`src/rtl/vga_grid_pkg.sv`:
```
`default_nettype none
// +------------------------------------------------------------------+
// | vga_grid_pkg: shared grid constants, types and clip helper        |
// | Rev 1.0                                                           |
// +------------------------------------------------------------------+
package vga_grid_pkg;

  localparam int GRID_W      = 32;
  localparam int GRID_H      = 24;
  localparam int PIXEL_COUNT = GRID_W * GRID_H;

  typedef logic [7:0] pixel_t;
  typedef logic [4:0] gx_t;
  typedef logic [4:0] gy_t;

  typedef struct packed {
    gx_t        x0;
    gy_t        y0;
    logic [5:0] w;
    logic [4:0] h;
    pixel_t     color;
  } rect_cmd_t;

  typedef enum logic [1:0] {
    ST_IDLE  = 2'd0,
    ST_CLEAR = 2'd1,
    ST_DRAW  = 2'd2
  } engine_state_t;

  // Inclusive end coordinate of a span clipped to the grid edge; 7 bits never wrap.
  function automatic logic [6:0] clip_end(input logic [6:0] start,
                                          input logic [6:0] size,
                                          input logic [6:0] limit);
    logic [6:0] sum;
    sum = start + size;
    return ((sum > limit) ? limit : sum) - 7'd1;
  endfunction

endpackage
`default_nettype wire

```
`src/rtl/grid_addr_gen.sv`:
```
`default_nettype none
// +------------------------------------------------------------------+
// | grid_addr_gen: raster x/y counter producing linear grid address   |
// | Rev 1.0                                                           |
// +------------------------------------------------------------------+
module grid_addr_gen #(
  parameter int GRID_W     = 32,
  parameter int ADDR_WIDTH = 20
) (
  input  logic                  clk,
  input  logic                  rst,
  input  logic                  start,
  input  logic                  step,
  input  logic [4:0]            x_start,
  input  logic [4:0]            y_start,
  input  logic [4:0]            x_end,
  input  logic [4:0]            y_end,
  output logic [ADDR_WIDTH-1:0] addr,
  output logic                  last
);
  import vga_grid_pkg::*;

  gx_t x, x_lo, x_hi;
  gy_t y, y_hi;

  always_ff @(posedge clk or posedge rst) begin
    if (rst) begin
      x    <= '0;
      y    <= '0;
      x_lo <= '0;
      x_hi <= '0;
      y_hi <= '0;
    end else if (start) begin
      x    <= x_start;
      y    <= y_start;
      x_lo <= x_start;
      x_hi <= x_end;
      y_hi <= y_end;
    end else if (step) begin
      if (x == x_hi) begin
        x <= x_lo;
        y <= y + 5'd1;
      end else begin
        x <= x + 5'd1;
      end
    end
  end

  // Counters are flops, so the address is effectively a registered output.
  assign addr = ADDR_WIDTH'(y) * ADDR_WIDTH'(GRID_W) + ADDR_WIDTH'(x);
  assign last = (x == x_hi) && (y == y_hi);

endmodule
`default_nettype wire

```
`src/rtl/rect_fill_engine.sv`:
```
`default_nettype none
// +------------------------------------------------------------------+
// | rect_fill_engine: rectangle fill / frame clear pixel writer       |
// | Rev 1.0                                                           |
// +------------------------------------------------------------------+
module rect_fill_engine #(
  parameter int         GRID_W      = 32,
  parameter int         GRID_H      = 24,
  parameter int         ADDR_WIDTH  = 20,
  parameter logic [7:0] CLEAR_COLOR = 8'h00
) (
  input  logic                  clk,
  input  logic                  rst,
  input  logic                  frame_start,
  input  logic                  clear_on_frame,
  input  logic                  cmd_valid,
  output logic                  cmd_ready,
  input  logic [4:0]            cmd_x0,
  input  logic [4:0]            cmd_y0,
  input  logic [5:0]            cmd_w,
  input  logic [4:0]            cmd_h,
  input  logic [7:0]            cmd_color,
  output logic                  wr_en,
  output logic [ADDR_WIDTH-1:0] wr_addr,
  output logic [7:0]            wr_data,
  output logic                  busy,
  output logic                  op_done,
  output logic                  cmd_err
);
  import vga_grid_pkg::*;

  engine_state_t state, state_n;
  rect_cmd_t     cmd;
  logic          clear_pending;
  logic          out_of_reset;
  logic          clear_req;
  logic          accept;
  logic          cmd_ok;
  logic          gen_start;
  logic          gen_step;
  logic          gen_last;
  logic          start_clear;
  logic          done_n;
  logic          err_n;
  gx_t           xs, xe;
  gy_t           ys, ye;

  assign cmd = '{cmd_x0, cmd_y0, cmd_w, cmd_h, cmd_color};

  assign clear_req = frame_start && clear_on_frame;
  assign cmd_ready = out_of_reset && (state == ST_IDLE) && !clear_pending && !clear_req;
  assign accept    = cmd_valid && cmd_ready;
  assign cmd_ok    = (cmd.w != '0) && (cmd.h != '0) &&
                     (7'(cmd.x0) < 7'(GRID_W)) && (7'(cmd.y0) < 7'(GRID_H));
  assign busy      = (state != ST_IDLE);

  always_ff @(posedge clk or posedge rst) begin
    if (rst) state <= ST_IDLE;
    else     state <= state_n;
  end

  always_comb begin
    state_n     = state;
    gen_start   = 1'b0;
    gen_step    = 1'b0;
    start_clear = 1'b0;
    done_n      = 1'b0;
    err_n       = 1'b0;
    xs          = cmd.x0;
    ys          = cmd.y0;
    xe          = gx_t'(clip_end(7'(cmd.x0), 7'(cmd.w), 7'(GRID_W)));
    ye          = gy_t'(clip_end(7'(cmd.y0), 7'(cmd.h), 7'(GRID_H)));
    case (state)
      ST_IDLE: begin
        // A pending or same-cycle clear takes priority over any command.
        if (clear_req || clear_pending) begin
          state_n     = ST_CLEAR;
          gen_start   = 1'b1;
          start_clear = 1'b1;
          xs          = '0;
          ys          = '0;
          xe          = gx_t'(GRID_W - 1);
          ye          = gy_t'(GRID_H - 1);
        end else if (accept) begin
          if (cmd_ok) begin
            state_n   = ST_DRAW;
            gen_start = 1'b1;
          end else begin
            err_n     = 1'b1;
          end
        end
      end
      ST_CLEAR, ST_DRAW: begin
        if (gen_last) begin
          state_n = ST_IDLE;
          done_n  = 1'b1;
        end else begin
          gen_step = 1'b1;
        end
      end
      default: state_n = ST_IDLE;
    endcase
  end

  always_ff @(posedge clk or posedge rst) begin
    if (rst) begin
      out_of_reset  <= 1'b0;
      clear_pending <= 1'b0;
      wr_en         <= 1'b0;
      wr_data       <= '0;
      op_done       <= 1'b0;
      cmd_err       <= 1'b0;
    end else begin
      out_of_reset <= 1'b1;
      wr_en        <= (state_n != ST_IDLE);
      op_done      <= done_n;
      cmd_err      <= err_n;
      if (state == ST_IDLE) begin
        if (start_clear) clear_pending <= 1'b0;
      end else if (clear_req) begin
        clear_pending <= 1'b1;
      end
      if (gen_start) wr_data <= start_clear ? CLEAR_COLOR : cmd.color;
    end
  end

  grid_addr_gen #(
    .GRID_W     (GRID_W),
    .ADDR_WIDTH (ADDR_WIDTH)
  ) u_addr_gen (
    .clk     (clk),
    .rst     (rst),
    .start   (gen_start),
    .step    (gen_step),
    .x_start (xs),
    .y_start (ys),
    .x_end   (xe),
    .y_end   (ye),
    .addr    (wr_addr),
    .last    (gen_last)
  );

endmodule
`default_nettype wire

```
`config.mk`:
```
export PLATFORM = sky130hd
export DESIGN_NAME = rect_fill_engine
export DESIGN_NICKNAME = d
export VERILOG_FILES = /design/src/rtl/vga_grid_pkg.sv /design/src/rtl/grid_addr_gen.sv /design/src/rtl/rect_fill_engine.sv
export SDC_FILE = /design/constraint.sdc
export NUM_CORES = 1
export LEC_CHECK = 0
export CELL_PAD_IN_SITES_DETAIL_PLACEMENT = 1
export CELL_PAD_IN_SITES_GLOBAL_PLACEMENT = 1
export CORE_UTILIZATION = 34
export CTS_CLUSTER_DIAMETER = 200
export CTS_CLUSTER_SIZE = 16
export DETAILED_ROUTE_END_ITERATION = 10
export PLACE_DENSITY_LB_ADDON = 0.08
export SYNTH_ARGS = -nofsm -noshare
export SYNTH_HDL_FRONTEND = slang
export SYNTH_SLANG_ARGS = --single-unit
```
`constraint.sdc`:
```
create_clock -name clk -period 2 [get_ports clk]
set_input_delay 0.6 -clock clk [delete_from_list [all_inputs] [get_ports clk]]
set_output_delay 0.6 -clock clk [all_outputs]
set_load 0.005 [all_outputs]
```
* After elaboration in Yosys (flattened, before gate mapping) *
Cells that the tools add are included.

word-level totals
  flip-flop bits (word level) = 40
  input bits = 34
  output and inout bits = 33
  logic and storage cells = 88

cells by class
  add/subtract/negate cells = 7
  order comparisons = 3
  eq/ne operators = 5
  multiplexer cells = 39
  reductions and logical operators = 22

operators by type and width
  kind                                                  number
  2-to-1 mux 5 bit                                      16
  2-to-1 mux 1 bit                                      17
  adder 10 x 5 -> 11 bit                                1
  adder 5 x 1 -> 5 bit (second input constant)          2
  equality test 5 bit                                   2
  nonzero test 2 bit                                    5
  subtractor 5 x 1 -> 5 bit (second input constant)     2
  logical AND 1 bit                                     8
  2-to-1 mux 2 bit                                      4
  2-to-1 mux 8 bit                                      1
  adder 5 x 6 -> 7 bit                                  1
  > comparator 7 x 6 -> 1 bit (second input constant)   1
  adder 5 x 5 -> 6 bit                                  1
  > comparator 6 x 5 -> 1 bit (second input constant)   1
  nonzero test 6 bit                                    1
  less-than comparator 5 bit (second input constant)    1
  nonzero test 5 bit                                    1
  case mux 2 bit (2 select lines)                       1
  AND reduction 2 bit                                   2
  equality test 2 x 1 -> 1 bit (second input constant)  1
  equality test 2 bit (second input constant)           1
  zero test 1 bit                                       2
  zero test 2 bit                                       1
  inequality test 2 bit (second input constant)         1
  2 further kinds                                       2

* Longest topological paths before layout *
  depth after elaboration = 10
  gate-level depth with buffers = 11
  gate-level depth less buffers = 11

* Hierarchy *
Synthesis repeated with hierarchy kept, for this count alone.

unflattened totals
  cell total of the unflattened synthesis = 305
  area total of the unflattened synthesis = 2812.7 um^2

by module, submodules not included
  module            times used  cells an instance  area each (um^2)  sequential area each (um^2)
  grid_addr_gen     1           135                1433.9            625.6
  rect_fill_engine  1           170                1378.8            375.4

* Worst setup path before layout *
OpenSTA, ideal clock, no wires.

  kind = input-to-reg
  start = in cmd_y0[0]
  end = reg u_addr_gen.y_hi[4]
  library setup time = 0.138 ns
  arrival = 2.772 ns
  required time = 1.862 ns
  slack = -0.910 ns
  cell stages on the path = 11
  buffers on the path = 0
  cell sequence = ha_1 > inv_1 > fa_1 > xnor2_1 > or3_4 > a31oi_4 > and3_1 > nand2b_1 > ha_1 > a311oi_1 > o31ai_2

on the way
  word-level cells in the longest chain between the ends = 6
  elaborated cells on any way between the ends = 12
  classes of those cells = add/sub: 2; order compare: 2; mux: 7; reduce/logical: 1

RTL lines
  element                                                                    line                                        source
  from (decl)                                                                rect_fill_engine.sv:19                      input logic [4:0] cmd_y0,
  adder 5 x 5 -> 6 bit / less-than comparator 5 bit (equally long branches)  vga_grid_pkg.sv:35, rect_fill_engine.sv:54
  > comparator 6 x 5 -> 1 bit / logical AND 1 bit (equally long branches)    vga_grid_pkg.sv:36, rect_fill_engine.sv:54
  2-to-1 mux 5 bit / 2-to-1 mux 1 bit (equally long branches)                vga_grid_pkg.sv:36, rect_fill_engine.sv:85
  subtractor 5 x 1 -> 5 bit / 2-to-1 mux 1 bit (equally long branches)       vga_grid_pkg.sv:36, rect_fill_engine.sv:84
  2-to-1 mux 5 bit / 2-to-1 mux 1 bit (equally long branches)                rect_fill_engine.sv:76                      if (clear_req || clear_pending) begin
  2-to-1 mux 5 bit / 2-to-1 mux 1 bit (equally long branches)                rect_fill_engine.sv:73                      case (state)
  to (signal assigned)                                                       grid_addr_gen.sv:38                         y_hi <= y_end;
  to (decl)                                                                  grid_addr_gen.sv:24                         gy_t y, y_hi;

Parallel ways exist; a longest one is shown, timed or not.
A chain may end at the register's enable or synchronous reset.

* Worst setup path in the final report *
Same ends and word-level chain as after synthesis.

==> impl_metrics.yaml <==
run_status:
  outcome: "finished, violations left"
  violations: "negative setup slack"
final_layout:
  synthToLayoutAreaGrowth_pct: 70.5
  final_cell_mix: "buf_4 (80), dfrtp_1 (40), nand2_1 (32), clkdlybuf4s50_1 (31), buf_6 (21)"
  multi_input_area_sq_um: 2040
  drive_gt1_share_pct: 41.1
  diodes: 0
  fin_area_sq_um: 4700
  nFillCells: 873
  finalNonFillerCells: 564
  nets: 513
  ff_latch_area_sq_um: 1000
  layout_commonest_cell: "buf_4"
  post-route-util_pct: 60.5
power:
  pwr-share-seq_pct: 28.2
  power_density_nw_per_um2: 1000
  clkPwrFrac_pct: 12.3
  total_power_mw: 4.71
  p_switching_mw: 1.81
  p_leak_nw: 2.07
  internal_power_mw: 2.90
  p_sw_share_pct: 38.4
  ir_worst_vdd_v: 0.000401
  power_frac_comb_pct: 59.5
die:
  start_util_pct: 35.5
  fp-row-count: 32
  chipWidth_um: 92.0
  core_area_sq_um: 7770
  top_level_ports: 67
  die-area_sq_um: 8470
  die_h_um: 92.0
setup_path:
  timing.reg2reg.worst_path_depth: 9
  r2r-end: "u_addr_gen.x_hi[4]"
  cp-startpoint: "cmd_y0[0]"
  critPathMaxFanout: 3
  start_kind: "primary input"
  path_class: "primary input to flip-flop"
  critPathCaptureType: "flip-flop"
  cp_common_cell: "ha_4"
  crit_path_cell_trace: "buf_8 -> ha_4 -> inv_2 -> fa_2 -> nand2b_1 -> or3_4 -> a31oi_4 -> and3_4 -> nand2b_4 -> ha_4 -> and4_4 -> o31ai_2"
  slowest_stage: "fa_2"
  cp_data_required_time_ps: 2220
  cpPeakStageDelay_ps: 570
  critPathArrivalTime_ps: 2790
  reg2reg_from: "state[1]"
  r2r_slack_ps: 100
cts:
  h-tree-depth: 2
  clock-sinks: 40
  clkTransAtPathRegs_ps: 80
  cts_tree: "built"
  numCtsBuffers: 5
  clock_path_buffers: 2
  cts-root-buf: "clkbuf_8"
  clock_latency_ps: 300
drt:
  vias: 2864
  first_iter_violations: 76
  drc: 0
  firstDrtPassIters: 4
  antenna_left: 0
  wirelength_mm: 9.48
  wire_per_inst_um: 16.8
  via_per_inst: 5.08
global_routing:
  grt_first_pass_wirelength_mm: 15.3
  grt_overflow: 0
  grt_max_degree: 33
  antenna_found_initial: 0
  track_usage_pct: 23.1
  first_global_vias: 3099
hold_path:
  hold_start: "u_addr_gen.x_lo[1]"
  hold-path-cell-count: 2
  holdCritPathClass: "flip-flop to flip-flop"
  min_to: "u_addr_gen.x_lo[1]"
synthesis:
  synthFlopType: "dfrtp_1"
  yosysSeqAreaShare_pct: 36.3
  synth_area_leaders: "dfrtp_1 (36%), ha_1 (7.3%), nand2_1 (5.7%)"
  synth_cell_types: 58
  yosysTopAreaCell: "dfrtp_1"
  syn_area_sq_um: 2760
  synth_warnings: 0
  syn_inst: 310
  ys_ff_latch: 40
  netlist.area_leader.share_pct: 36.3
  synth_edf_count: 0
  ys_async_sr_fraction_pct: 100
  avgSynthCellArea_sq_um: 8.89
place:
  postPlaceCellArea_sq_um: 4030
  port_buffers: 56
  dp.cells: 529
  dpl.hpwl_mm: 6.57
  gp_congestion: 0.830
timing:
  period_share_pct: 129
  hold_viol: 0
  rsz0062_at_grt: "true"
  setup_viol: 10
  fin_crit_ps: 2570
  fmax_mhz: 389
  setup_slack_ps: -572
  report.final.slew_viol_count: 0
  fin_worst_skew_ps: 8.47
flow_run:
  drv_cap: 0
## metal layers
metal	vias to the layer above	track usage, %	share of wire, %	wire length, um
li1	1388	-	-	-
met2	50	40.5	52	4900
met4	0	7.68	1.3	121
met3	9	3.07	2.8	263
met1	1417	29.0	44	4190
met5	-	0	0	0
## synth_stat cells (all sizes together), types with 2 or more instances
cell type,number
nor2,14
xnor2,12
inv,11
nand2b,4
and3,5
mux2i,3
dfrtp,40
a21o,3
nor4,2
nor2b,2
a31oi,5
nand4,4
o21ai,17
a211oi,4
xor2,15
o31ai,5
and2,3
conb,2
o211ai,3
a21oi,17
nor3,14
buf,15
o2111ai,2
clkbuf,6
fa,2
nand3,18
or3,2
ha,16
nand2,43
## cell families after synthesis
group,share of synthesized area [%]
xor+xnor,8.58
mux,1.50
flops,36.3
buf+inv,6.36
simple gates,20.4
compound gates,17.8
other cells,0.273
fa+ha+maj,8.72
## worst max-delay path by stage
stage,slack [ps],to,cells after the start
after global routing,-660,u_addr_gen.y_hi[4],13
after CTS,-560,u_addr_gen.y_hi[4],12
after floorplan,-720,u_addr_gen.y_hi[4],11
after detailed placement,-1400,u_addr_gen.y_hi[4],12
final,-570,u_addr_gen.y_hi[4],12
after global placement,-1340,u_addr_gen.y_hi[4],12
## timing repair
item | 4_1_cts | 5_1_grt
hold buffers | 0 | 0
resized for setup | 125 | 27
pin swaps | 32 | 20
buffers inserted | 24 | 9
gates cloned | 2 | 0
endpoints found under the setup margin | 38 | 28
## layout make-up
cell class,count,share of cell area [%]
Timing Repair Buffer,155,29.8
Sequential cell,40,21.3
Multi-Input combinational cell,248,43.4
Inverter,11,0.879
Tap cell,102,2.72
Clock buffer,8,1.92
## flip-flops by register name, summed over array words and instances (netlist names)
name	cells
wr_data	8
u_addr_gen.x	5
u_addr_gen.x_hi	5
u_addr_gen.x_lo	5
u_addr_gen.y	5
u_addr_gen.y_hi	5
state	2
clear_pending	1
cmd_err	1
op_done	1
out_of_reset	1
wr_en	1
## power by group through the flow
stage	sequential, mW	clock [mW]	combinational (mW)
global placement	1.33	0	2.25
detailed placement	1.33	0	2.32
global route	1.37	0.618	3.04
floorplan	1.35	0	1.17
finish	1.33	0.581	2.80
CTS	1.33	0.603	2.63
## worst max-delay path, delay by kind of cell
family | cells | cell delay [ps]
AND/OR/NAND/NOR | 5 | 860
buffers and inverters | 2 | 120
adder cells (fa/ha/maj) | 3 | 860
AO/OA/AOI/OAI | 2 | 340
## stage by stage
step           hold WS, ps  worst slack (ps)  setup TNS (ps)
2_1_floorplan          440              -718           -4330
3_3_place_gp           477             -1340          -27940
3_5_place_dp           487             -1400          -28990
4_1_cts                507              -557           -2810
5_1_grt                532              -661           -4220
6_report               496              -572           -3190
Note: power is estimated with default switching activity, not from simulation.
